==> src/rtl/sfx_tone_seq.sv <==
// Sound-effect tone sequencer: emits the at_max pitch strobe for the DAC sample counter.
// Optional mute input is enabled by defining SFX_MUTE_EN.
module sfx_tone_seq #(
    parameter int unsigned DIV_W    = 12,
    parameter int unsigned TICK_DIV = 50000
) (
    input  logic       clk,
    input  logic       rst,
    input  logic       play_eat,
    input  logic       play_crash,
`ifdef SFX_MUTE_EN
    input  logic       mute,
`endif
    output logic       at_max,
    output logic       busy,
    output logic [1:0] sfx_id,
    output logic [1:0] note_idx
);

    localparam int unsigned       TICK_W    = $clog2(TICK_DIV);
    localparam logic [TICK_W-1:0] TICK_LAST = TICK_W'(TICK_DIV - 1);
    localparam logic [1:0]        SFX_NONE  = 2'd0;
    localparam logic [1:0]        SFX_EAT   = 2'd1;
    localparam logic [1:0]        SFX_CRASH = 2'd2;

    typedef enum logic [1:0] {IDLE, PLAY, GAP} state_t;

    state_t            state_q, state_d;
    logic [1:0]        sfx_q, sfx_d;
    logic [1:0]        note_q, note_d;
    logic [DIV_W-1:0]  div_q, div_d;
    logic [TICK_W-1:0] tick_q, tick_d;
    logic [2:0]        dur_q, dur_d;
    logic              eat_prev_q, crash_prev_q;

    logic              start_eat, start_crash, play_on, last_note;
    logic [DIV_W-1:0]  cur_max;
    logic [2:0]        cur_dur;

    // Fixed note table: divider max per (effect, note)
    function automatic logic [DIV_W-1:0] note_max(input logic [1:0] sfx, input logic [1:0] idx);
        logic [DIV_W-1:0] m;
        m = DIV_W'(200);
        if (sfx == SFX_CRASH) begin
            case (idx)
                2'd0:    m = DIV_W'(400);
                2'd1:    m = DIV_W'(500);
                2'd2:    m = DIV_W'(600);
                default: m = DIV_W'(800);
            endcase
        end else begin
            m = (idx == 2'd0) ? DIV_W'(200) : DIV_W'(150);
        end
        return m;
    endfunction

    assign cur_max   = note_max(sfx_q, note_q);
    assign cur_dur   = (sfx_q == SFX_CRASH) ? 3'd4 : 3'd3;
    assign last_note = (sfx_q == SFX_CRASH) ? (note_q == 2'd3) : (note_q == 2'd1);

    // Triggers act on their first high cycle only; crash preempts eat but never itself
    assign start_crash = play_crash & ~crash_prev_q & ~((state_q != IDLE) && (sfx_q == SFX_CRASH));
    assign start_eat   = play_eat & ~eat_prev_q & (state_q == IDLE);

    assign play_on = (state_q == PLAY) && (div_q == cur_max);
`ifdef SFX_MUTE_EN
    assign at_max  = play_on & ~mute;
`else
    assign at_max  = play_on;
`endif

    assign busy     = (state_q != IDLE);
    assign sfx_id   = sfx_q;
    assign note_idx = note_q;

    always_ff @(posedge clk) begin
        eat_prev_q   <= play_eat;
        crash_prev_q <= play_crash;
        if (rst) begin
            state_q <= IDLE;
            sfx_q   <= SFX_NONE;
            note_q  <= 2'd0;
            div_q   <= '0;
            tick_q  <= '0;
            dur_q   <= 3'd0;
        end else begin
            state_q <= state_d;
            sfx_q   <= sfx_d;
            note_q  <= note_d;
            div_q   <= div_d;
            tick_q  <= tick_d;
            dur_q   <= dur_d;
        end
    end

    always_comb begin
        state_d = state_q;
        sfx_d   = sfx_q;
        note_d  = note_q;
        div_d   = div_q;
        tick_d  = tick_q;
        dur_d   = dur_q;
        case (state_q)
            IDLE: begin
            end
            PLAY: begin
                div_d = (div_q == cur_max) ? '0 : div_q + DIV_W'(1);
                if (tick_q == TICK_LAST) begin
                    tick_d = '0;
                    if (dur_q == cur_dur - 3'd1) begin
                        div_d = '0;
                        dur_d = 3'd0;
                        if (last_note) begin
                            state_d = IDLE;
                            sfx_d   = SFX_NONE;
                            note_d  = 2'd0;
                        end else begin
                            state_d = GAP;
                        end
                    end else begin
                        dur_d = dur_q + 3'd1;
                    end
                end else begin
                    tick_d = tick_q + TICK_W'(1);
                end
            end
            GAP: begin
                div_d = '0;
                if (tick_q == TICK_LAST) begin
                    state_d = PLAY;
                    note_d  = note_q + 2'd1;
                    tick_d  = '0;
                    dur_d   = 3'd0;
                end else begin
                    tick_d = tick_q + TICK_W'(1);
                end
            end
            default: state_d = IDLE;
        endcase
        if (start_crash) begin
            state_d = PLAY;
            sfx_d   = SFX_CRASH;
            note_d  = 2'd0;
            div_d   = '0;
            tick_d  = '0;
            dur_d   = 3'd0;
        end else if (start_eat) begin
            state_d = PLAY;
            sfx_d   = SFX_EAT;
            note_d  = 2'd0;
            div_d   = '0;
            tick_d  = '0;
            dur_d   = 3'd0;
        end
    end

endmodule

==> config.mk <==
export PLATFORM = sky130hd
export DESIGN_NAME = sfx_tone_seq
export DESIGN_NICKNAME = d
export VERILOG_FILES = /design/src/rtl/sfx_tone_seq.sv
export SDC_FILE = /design/constraint.sdc
export NUM_CORES = 1
export LEC_CHECK = 0
export CAP_MARGIN = 15
export CORE_MARGIN = 2
export CORE_UTILIZATION = 50
export CTS_BUF_LIST = sky130_fd_sc_hd__clkbuf_8 sky130_fd_sc_hd__clkbuf_16
export DETAILED_ROUTE_END_ITERATION = 16
export GPL_TIMING_DRIVEN = 1
export PLACE_DENSITY = 0.68
export SYNTH_ARGS = -nofsm -noshare
export SYNTH_HDL_FRONTEND = slang
export SYNTH_SLANG_ARGS = --single-unit
==> constraint.sdc <==
create_clock -name clk -period 5.5 [get_ports clk]
set_input_delay 1.1 -clock clk [delete_from_list [all_inputs] [get_ports clk]]
set_output_delay 1.1 -clock clk [all_outputs]
set_load 0.02 [all_outputs]
==> results of run 1 <==
==> area by class of cell <==
type	count	area [sq um]
flip-flops and latches	39	781
clock inverters	3	67.6
fillers	401	1830
inverters	7	26.3
well taps	52	65.1
repair buffers	10	97.6
clock buffers	5	68.8
multi-input cells	224	1420
==> cell families after synthesis <==
family | after synthesis | synth area share [%]
compound gates | 37 | 10.0
xor+xnor | 25 | 9.63
buf+inv | 17 | 3.36
flops | 39 | 34.3
fa+ha+maj | 12 | 6.60
simple gates | 142 | 32.2
mux | 8 | 3.85
==> worst max-delay path, delay by kind of cell, from the launching register on <==
family / cells / cell delay, ps
simple gates: 4 / 1150
buf+inv: 1 / 650
flops: 1 / 360
mux: 1 / 290
xor+xnor: 1 / 100
==> metrics by stage <==
step | power, mW | area, sq um | hold WS (ps) | utilization, %
6_report | 0.628 | 2520 | 469 | 58.0
5_1_grt | 0.654 | 2520 | 513 | 58.0
4_1_cts | 0.638 | 2520 | 476 | 58.0
3_5_place_dp | 0.346 | 2390 | 465 | 54.8
3_3_place_gp | 0.346 | 2390 | 457 | 54.8
2_1_floorplan | 0.332 | 2270 | 444 | -
==> placed cells by master, fill, tap and decap left out, drive strengths merged, types with 4 or more instances in the layout <==
| cell | instances |
|---|---|
| nor3 | 4 |
| a21oi | 11 |
| xnor2 | 11 |
| and3 | 8 |
| o21ai | 14 |
| nor4b | 4 |
| nand3 | 21 |
| ha | 12 |
| clkdlybuf4s50 | 9 |
| xor2 | 14 |
| nand4 | 6 |
| nand2 | 37 |
| mux2i | 5 |
| dfxtp | 39 |
| inv | 7 |
| clkbuf | 5 |
| nor2 | 38 |
==> final timing paths <==
check / to / start / slack, ps / cells after the start
setup / recovery: at_max / sfx_id[1]$_SDFFE_PP0P_ / 1550 / 7
hold / removal: dur_q[1]$_SDFFE_PP0P_ / dur_q[1]$_SDFFE_PP0P_ / 470 / 2
setup reg to reg: div_q[8]$_SDFFE_PP0P_ / sfx_id[1]$_SDFFE_PP0P_ / 2690 / 8
hold reg to reg: dur_q[1]$_SDFFE_PP0P_ / dur_q[1]$_SDFFE_PP0P_ / 470 / 2
==> registers in the layout, summed over array words and instances (netlist names) <==
signal / flops
note_idx: 2
state_q: 2
sfx_id: 2
dur_q: 3
div_q: 12
eat_prev_q: 1
crash_prev_q: 1
tick_q: 16
==> layer usage <==
| metal | wire [um] | vias to the layer above | track usage, % |
|---|---|---|---|
| met5 | 0 | - | 0 |
| li1 | - | 983 | - |
| met1 | 2320 | 843 | 27.0 |
| met4 | 87 | 0 | 8.18 |
| met3 | 130 | 8 | 4.64 |
| met2 | 1890 | 25 | 29.3 |
==> power by group <==
group          switching, mW  internal (mW)
clock                  0.107          0.181
combinational         0.0310         0.0192
sequential           0.00357          0.286
==> summary.md, run 1 <==
| Metric | Value |
|---|---|
| Outcome | `complete, no violations` |
| Buffers on Ports | `9` |
| Post-synth top area share | `34.3%` |
| Placed Instances | `332` |
| RSZ-0062 raised after global routing | `false` |
| Largest net degree at the start of global routing | `16` |
| Hold Fails Final Rpt | `0` |
| DP HPWL | `3140 um` |
| CTS Sinks | `39` |
| Crit path required time | `4400 ps` |
| Die Span X | `71.5 um` |
| Seq cells post-synth | `39` |
| Final setup violation count | `0` |
| Vias in the first global route | `1,722` |
| Ys flop type | `dfxtp_1` |
| Vias | `1,859` |
| Setup WS pre-CTS | `1890 ps` |
| Nets | `303` |
| H-tree depth | `2` |
| Layout Skew | `12.5 ps` |
| Number of enable flip-flop cells after synthesis | `0` |
| Post-DRT Antenna Nets | `0` |
| Slew margin rel. | `41.3%` |
| Post-CTS setup buffer count | `0` |
| Unique masters post-synth | `49` |
| Max incr delay on CP | `720 ps` |
| Clk Tree Root Cell | `clkbuf_8` |
| Avg WL per Cell | `13.0 um` |
| Final Non-Filler Cells | `340` |
| CORE AREA | `4350 sq um` |
| Most common cell in the netlist | `dfxtp_1` |
| Least-Margin Pin Slew | `879 ps` |
| List of most frequent post-synthesis cells | `dfxtp_1 (39), nor2_1 (37), nand2_1 (35), nand3_1 (21), xor2_1 (14)` |
| Max Buffers Root-to-Sink | `2` |
| Worst Path Class, Setup | `register to output port` |
| Die Y | `71.5 um` |
| CP max FO | `11` |
| Initial antenna violation count | `0` |
| Maximum vdd drop | `0.000203 V` |
| LEAKAGE | `0.889 nW` |
| CTS clk-pin slew, worst paths | `80 ps` |
| GPL Wtd Cong | `0.830` |
| Share of layout cells above drive strength 1 | `7.99%` |
| Crit-path slowest cell | `nor2b_1` |
| DRC | `0` |
| Initial Util | `52.2%` |
| TritonCTS Buffers | `5` |
| Cells after synthesis | `280` |
| Fin. max-slew vios | `0` |
| Syn avg cell area | `8.12 sq um` |
| Seq/Total Area, Yosys | `34.3%` |
| Ys async rst share | `0%` |
| Fin crit period | `3950 ps` |
| Hold WC Path Type | `register to register` |
| Total grt overflow | `0` |
| Io pins | `10` |
| Worst Path Arrival | `2850 ps` |
| CP startpoint kind | `register` |
| Initial drt markers | `106` |
| Fin crit share | `71.8%` |
| TNS Setup | `0 ps` |
| Number of nets produced by synthesis | `296` |
| Synth area leader | `dfxtp_1` |
| Rows | `24` |
| Crit. End Element | `output port` |
| Max-cap violations | `0` |
| Cell Pwr Density | `249 nW/um^2` |
| Critical Path, Cell by Cell | `nor2b_1 > mux2i_1 > xnor2_1 > nor2_1 > nand3_1 > nor4b_1 > clkdlybuf4s50_1` |
| Clk Latency, worst-skew pair | `300 ps` |
| 1st-pass router iterations | `4` |
| First-pass GRT wire length | `7960 um` |
| Die area | `5110 sq um` |
| Vias per cell | `5.47` |
| Diodes inserted | `0` |
| Post-CTS Resized | `0` |
| Final WL | `4430 um` |
| GRT Resource Usage Total | `19.5%` |
| Max Fclk | `253 MHz` |
| Synthesized area | `2270 sq um` |
| CTS Hold Buffers Added | `0` |
| Area growth syn-to-layout | `10.9%` |
| Syn. warnings | `0` |
| TritonCTS clock tree | `built` |
| Synth top area cells | `dfxtp_1 (34%), ha_1 (6.6%), nor2_1 (6.1%)` |
| Setup ws final | `1550 ps` |
No activity file was read; power rests on OpenSTA's default activity.
==> run 2: changes to the inputs <==
PLACE_DENSITY = 0.7   (was 0.68)
clock period = 3.4 ns   (was 5.5 ns; I/O delays follow)
==> summary.md, run 2 (same netlist as run 1, synthesis figures left out) <==
| Metric | Value |
|---|---|
| DP HPWL | `3230 um` |
| R2r endpoint | `div_q[8]$_SDFFE_PP0P_` |
| Filler instances | `400` |
| Largest register FFs | `16` |
| RSZ-0062 raised after global routing | `false` |
| 1st-pass router iterations | `4` |
| Placed Instances | `334` |
| Comb pwr share | `8.7%` |
| Fin crit share | `91.4%` |
| TritonCTS Buffers | `5` |
| Max-cap violations | `0` |
| CTS clk-pin slew, worst paths | `80 ps` |
| Die Y | `71.5 um` |
| Post-DRT Antenna Nets | `0` |
| CP Launch Point | `note_idx[1]$_SDFFE_PP0P_` |
| Largest Register | `tick_q` |
| Final WL | `4440 um` |
| Vias in the first global route | `1,785` |
| Sequential fraction of design power | `49.1%` |
| Hold Fails Final Rpt | `0` |
| Most common cell after layout, fill and taps aside | `dfxtp_1` |
| Slew margin rel. | `71.0%` |
| GPL Wtd Cong | `0.813` |
| First-pass GRT wire length | `7880 um` |
| TritonCTS clock tree | `built` |
| Largest net degree at the start of global routing | `16` |
| Reg area | `782 sq um` |
| H-tree depth | `2` |
| TNS Setup | `0 ps` |
| CP endpoint | `at_max` |
| Vias per cell | `5.55` |
| Least-Margin Pin Slew | `434 ps` |
| Crit. End Element | `output port` |
| Share of layout cells above drive strength 1 | `9.31%` |
| Hold WC Path Type | `register to register` |
| Die area | `5110 sq um` |
| Met3 WL | `131 um` |
| Initial Util | `52.2%` |
| CP max FO | `8` |
| Avg WL per Cell | `13.0 um` |
| Outcome | `complete, no violations` |
| DRC | `0` |
| Biggest regs | `tick_q x16, div_q x12, dur_q x3` |
| Max incr delay on CP | `470 ps` |
| Initial antenna violation count | `0` |
| Layout Skew | `7.29 ps` |
| Post-CTS setup buffer count | `0` |
| WL met2 | `2040 um` |
| Crit-path slowest cell | `dfxtp_1` |
| Reg2Reg Depth | `9` |
| CORE AREA | `4350 sq um` |
| Rows | `24` |
| Setup ws final | `294 ps` |
| Maximum vdd drop | `0.000270 V` |
| Buffers on Ports | `9` |
| Clock power frac | `42.2%` |
| Vias | `1,899` |
| R2r setup slk | `610 ps` |
| Crit path required time | `2720 ps` |
| Fin crit period | `3110 ps` |
| Area growth syn-to-layout | `10.9%` |
| Top Metal Used | `met4` |
| Worst Path Class, Setup | `register to output port` |
| Cell Pwr Density | `379 nW/um^2` |
| Total grt overflow | `0` |
| Clk Tree Root Cell | `clkbuf_8` |
| Initial drt markers | `151` |
| Clk Latency, worst-skew pair | `290 ps` |
| CP startpoint kind | `register` |
| Max Buffers Root-to-Sink | `2` |
| CTS Sinks | `39` |
| Internal power | `0.734 mW` |
| Setup WS pre-CTS | `244 ps` |
| Critical Path, Cell by Cell | `inv_1 > ha_2 > or3_1 > o32ai_1 > a21oi_1 > nor4b_1 > dlygate4sd2_1` |
| Max Fclk | `322 MHz` |
| Area occupied by multi-input gates | `1420 sq um` |
| GRT Resource Usage Total | `19.0%` |
| Fin. max-slew vios | `0` |
| Diodes inserted | `0` |
| Switch share | `23.1%` |
| RR Startpoint | `note_idx[1]$_SDFFE_PP0P_` |
| Nets | `305` |
| Final Non-Filler Cells | `342` |
| Post-Route M1 WL | `2210 um` |
| LEAKAGE | `0.901 nW` |
| Most frequent cells in the layout | `dfxtp_1 (38), nor2_1 (37), nand2_1 (35), nand3_1 (21), xor2_1 (14)` |
| Final design utilization | `57.9%` |
| Switch Pwr | `0.221 mW` |
| Worst Path Arrival | `2430 ps` |
| Die Span X | `71.5 um` |
| Final setup violation count | `0` |
| Io pins | `10` |
run 2: area by class of cell:
class                      instances  share of cell area [%]
clock inverter                     2                    1.39
multi-input combinational        224                    56.3
sequential                        39                    31.0
timing repair buffer              12                    4.41
tap                               52                    2.58
inverter                           7                    1.04
clock buffer                       6                    3.27
run 2: worst min-delay path by stage:
stage                          startpoint                     to  slack [ps]  cells past startpoint
finish              dur_q[1]$_SDFFE_PP0P_  dur_q[1]$_SDFFE_PP0P_         470                      2
global route        dur_q[1]$_SDFFE_PP0P_  dur_q[1]$_SDFFE_PP0P_         510                      2
CTS                 dur_q[1]$_SDFFE_PP0P_  dur_q[1]$_SDFFE_PP0P_         480                      2
detailed placement  dur_q[1]$_SDFFE_PP0P_  dur_q[1]$_SDFFE_PP0P_         470                      2
global placement    dur_q[1]$_SDFFE_PP0P_  dur_q[1]$_SDFFE_PP0P_         460                      2
floorplan           dur_q[1]$_SDFFE_PP0P_  dur_q[1]$_SDFFE_PP0P_         440                      2
run 2: critical path, delay by kind of cell, from the launching register on:
| family | cells | cell delay, ps |
|---|---|---|
| compound gates | 2 | 270 |
| buf+inv | 2 | 500 |
| flops | 1 | 470 |
| fa+ha+maj | 1 | 250 |
| simple gates | 2 | 640 |
run 2: routing by layer:
| metal | up-vias | global-route usage (%) |
|---|---|---|
| li1 | 984 | - |
| met1 | 880 | 26.2 |
| met2 | 28 | 29.9 |
| met3 | 7 | 3.80 |
| met4 | 0 | 6.29 |
| met5 | - | 0 |
run 2: repair_timing:
item / in CTS / in global routing
setup endpoints to repair: 1 / 1
gates resized for setup: 1 / 2
hold buffers: 0 / 0
pin swaps: 0 / 0
run 2: metrics by stage:
| step | power (mW) | instance area, sq um | hold WS [ps] |
|---|---|---|---|
| after floorplan | 0.538 | 2270 | 444 |
| after global placement | 0.562 | 2400 | 459 |
| after detailed placement | 0.563 | 2400 | 465 |
| after CTS | 0.964 | 2520 | 477 |
| after global routing | 0.995 | 2520 | 512 |
| final | 0.955 | 2520 | 473 |
run 2: power by group through the flow:
stage / Clock, mW / Combinational, mW / Sequential [mW]
after floorplan: 0 / 0.0578 / 0.480
after detailed placement: 0 / 0.0833 / 0.479
after CTS: 0.412 / 0.0835 / 0.468
after global routing: 0.432 / 0.0925 / 0.470
after global placement: 0 / 0.0828 / 0.479
final: 0.403 / 0.0832 / 0.468
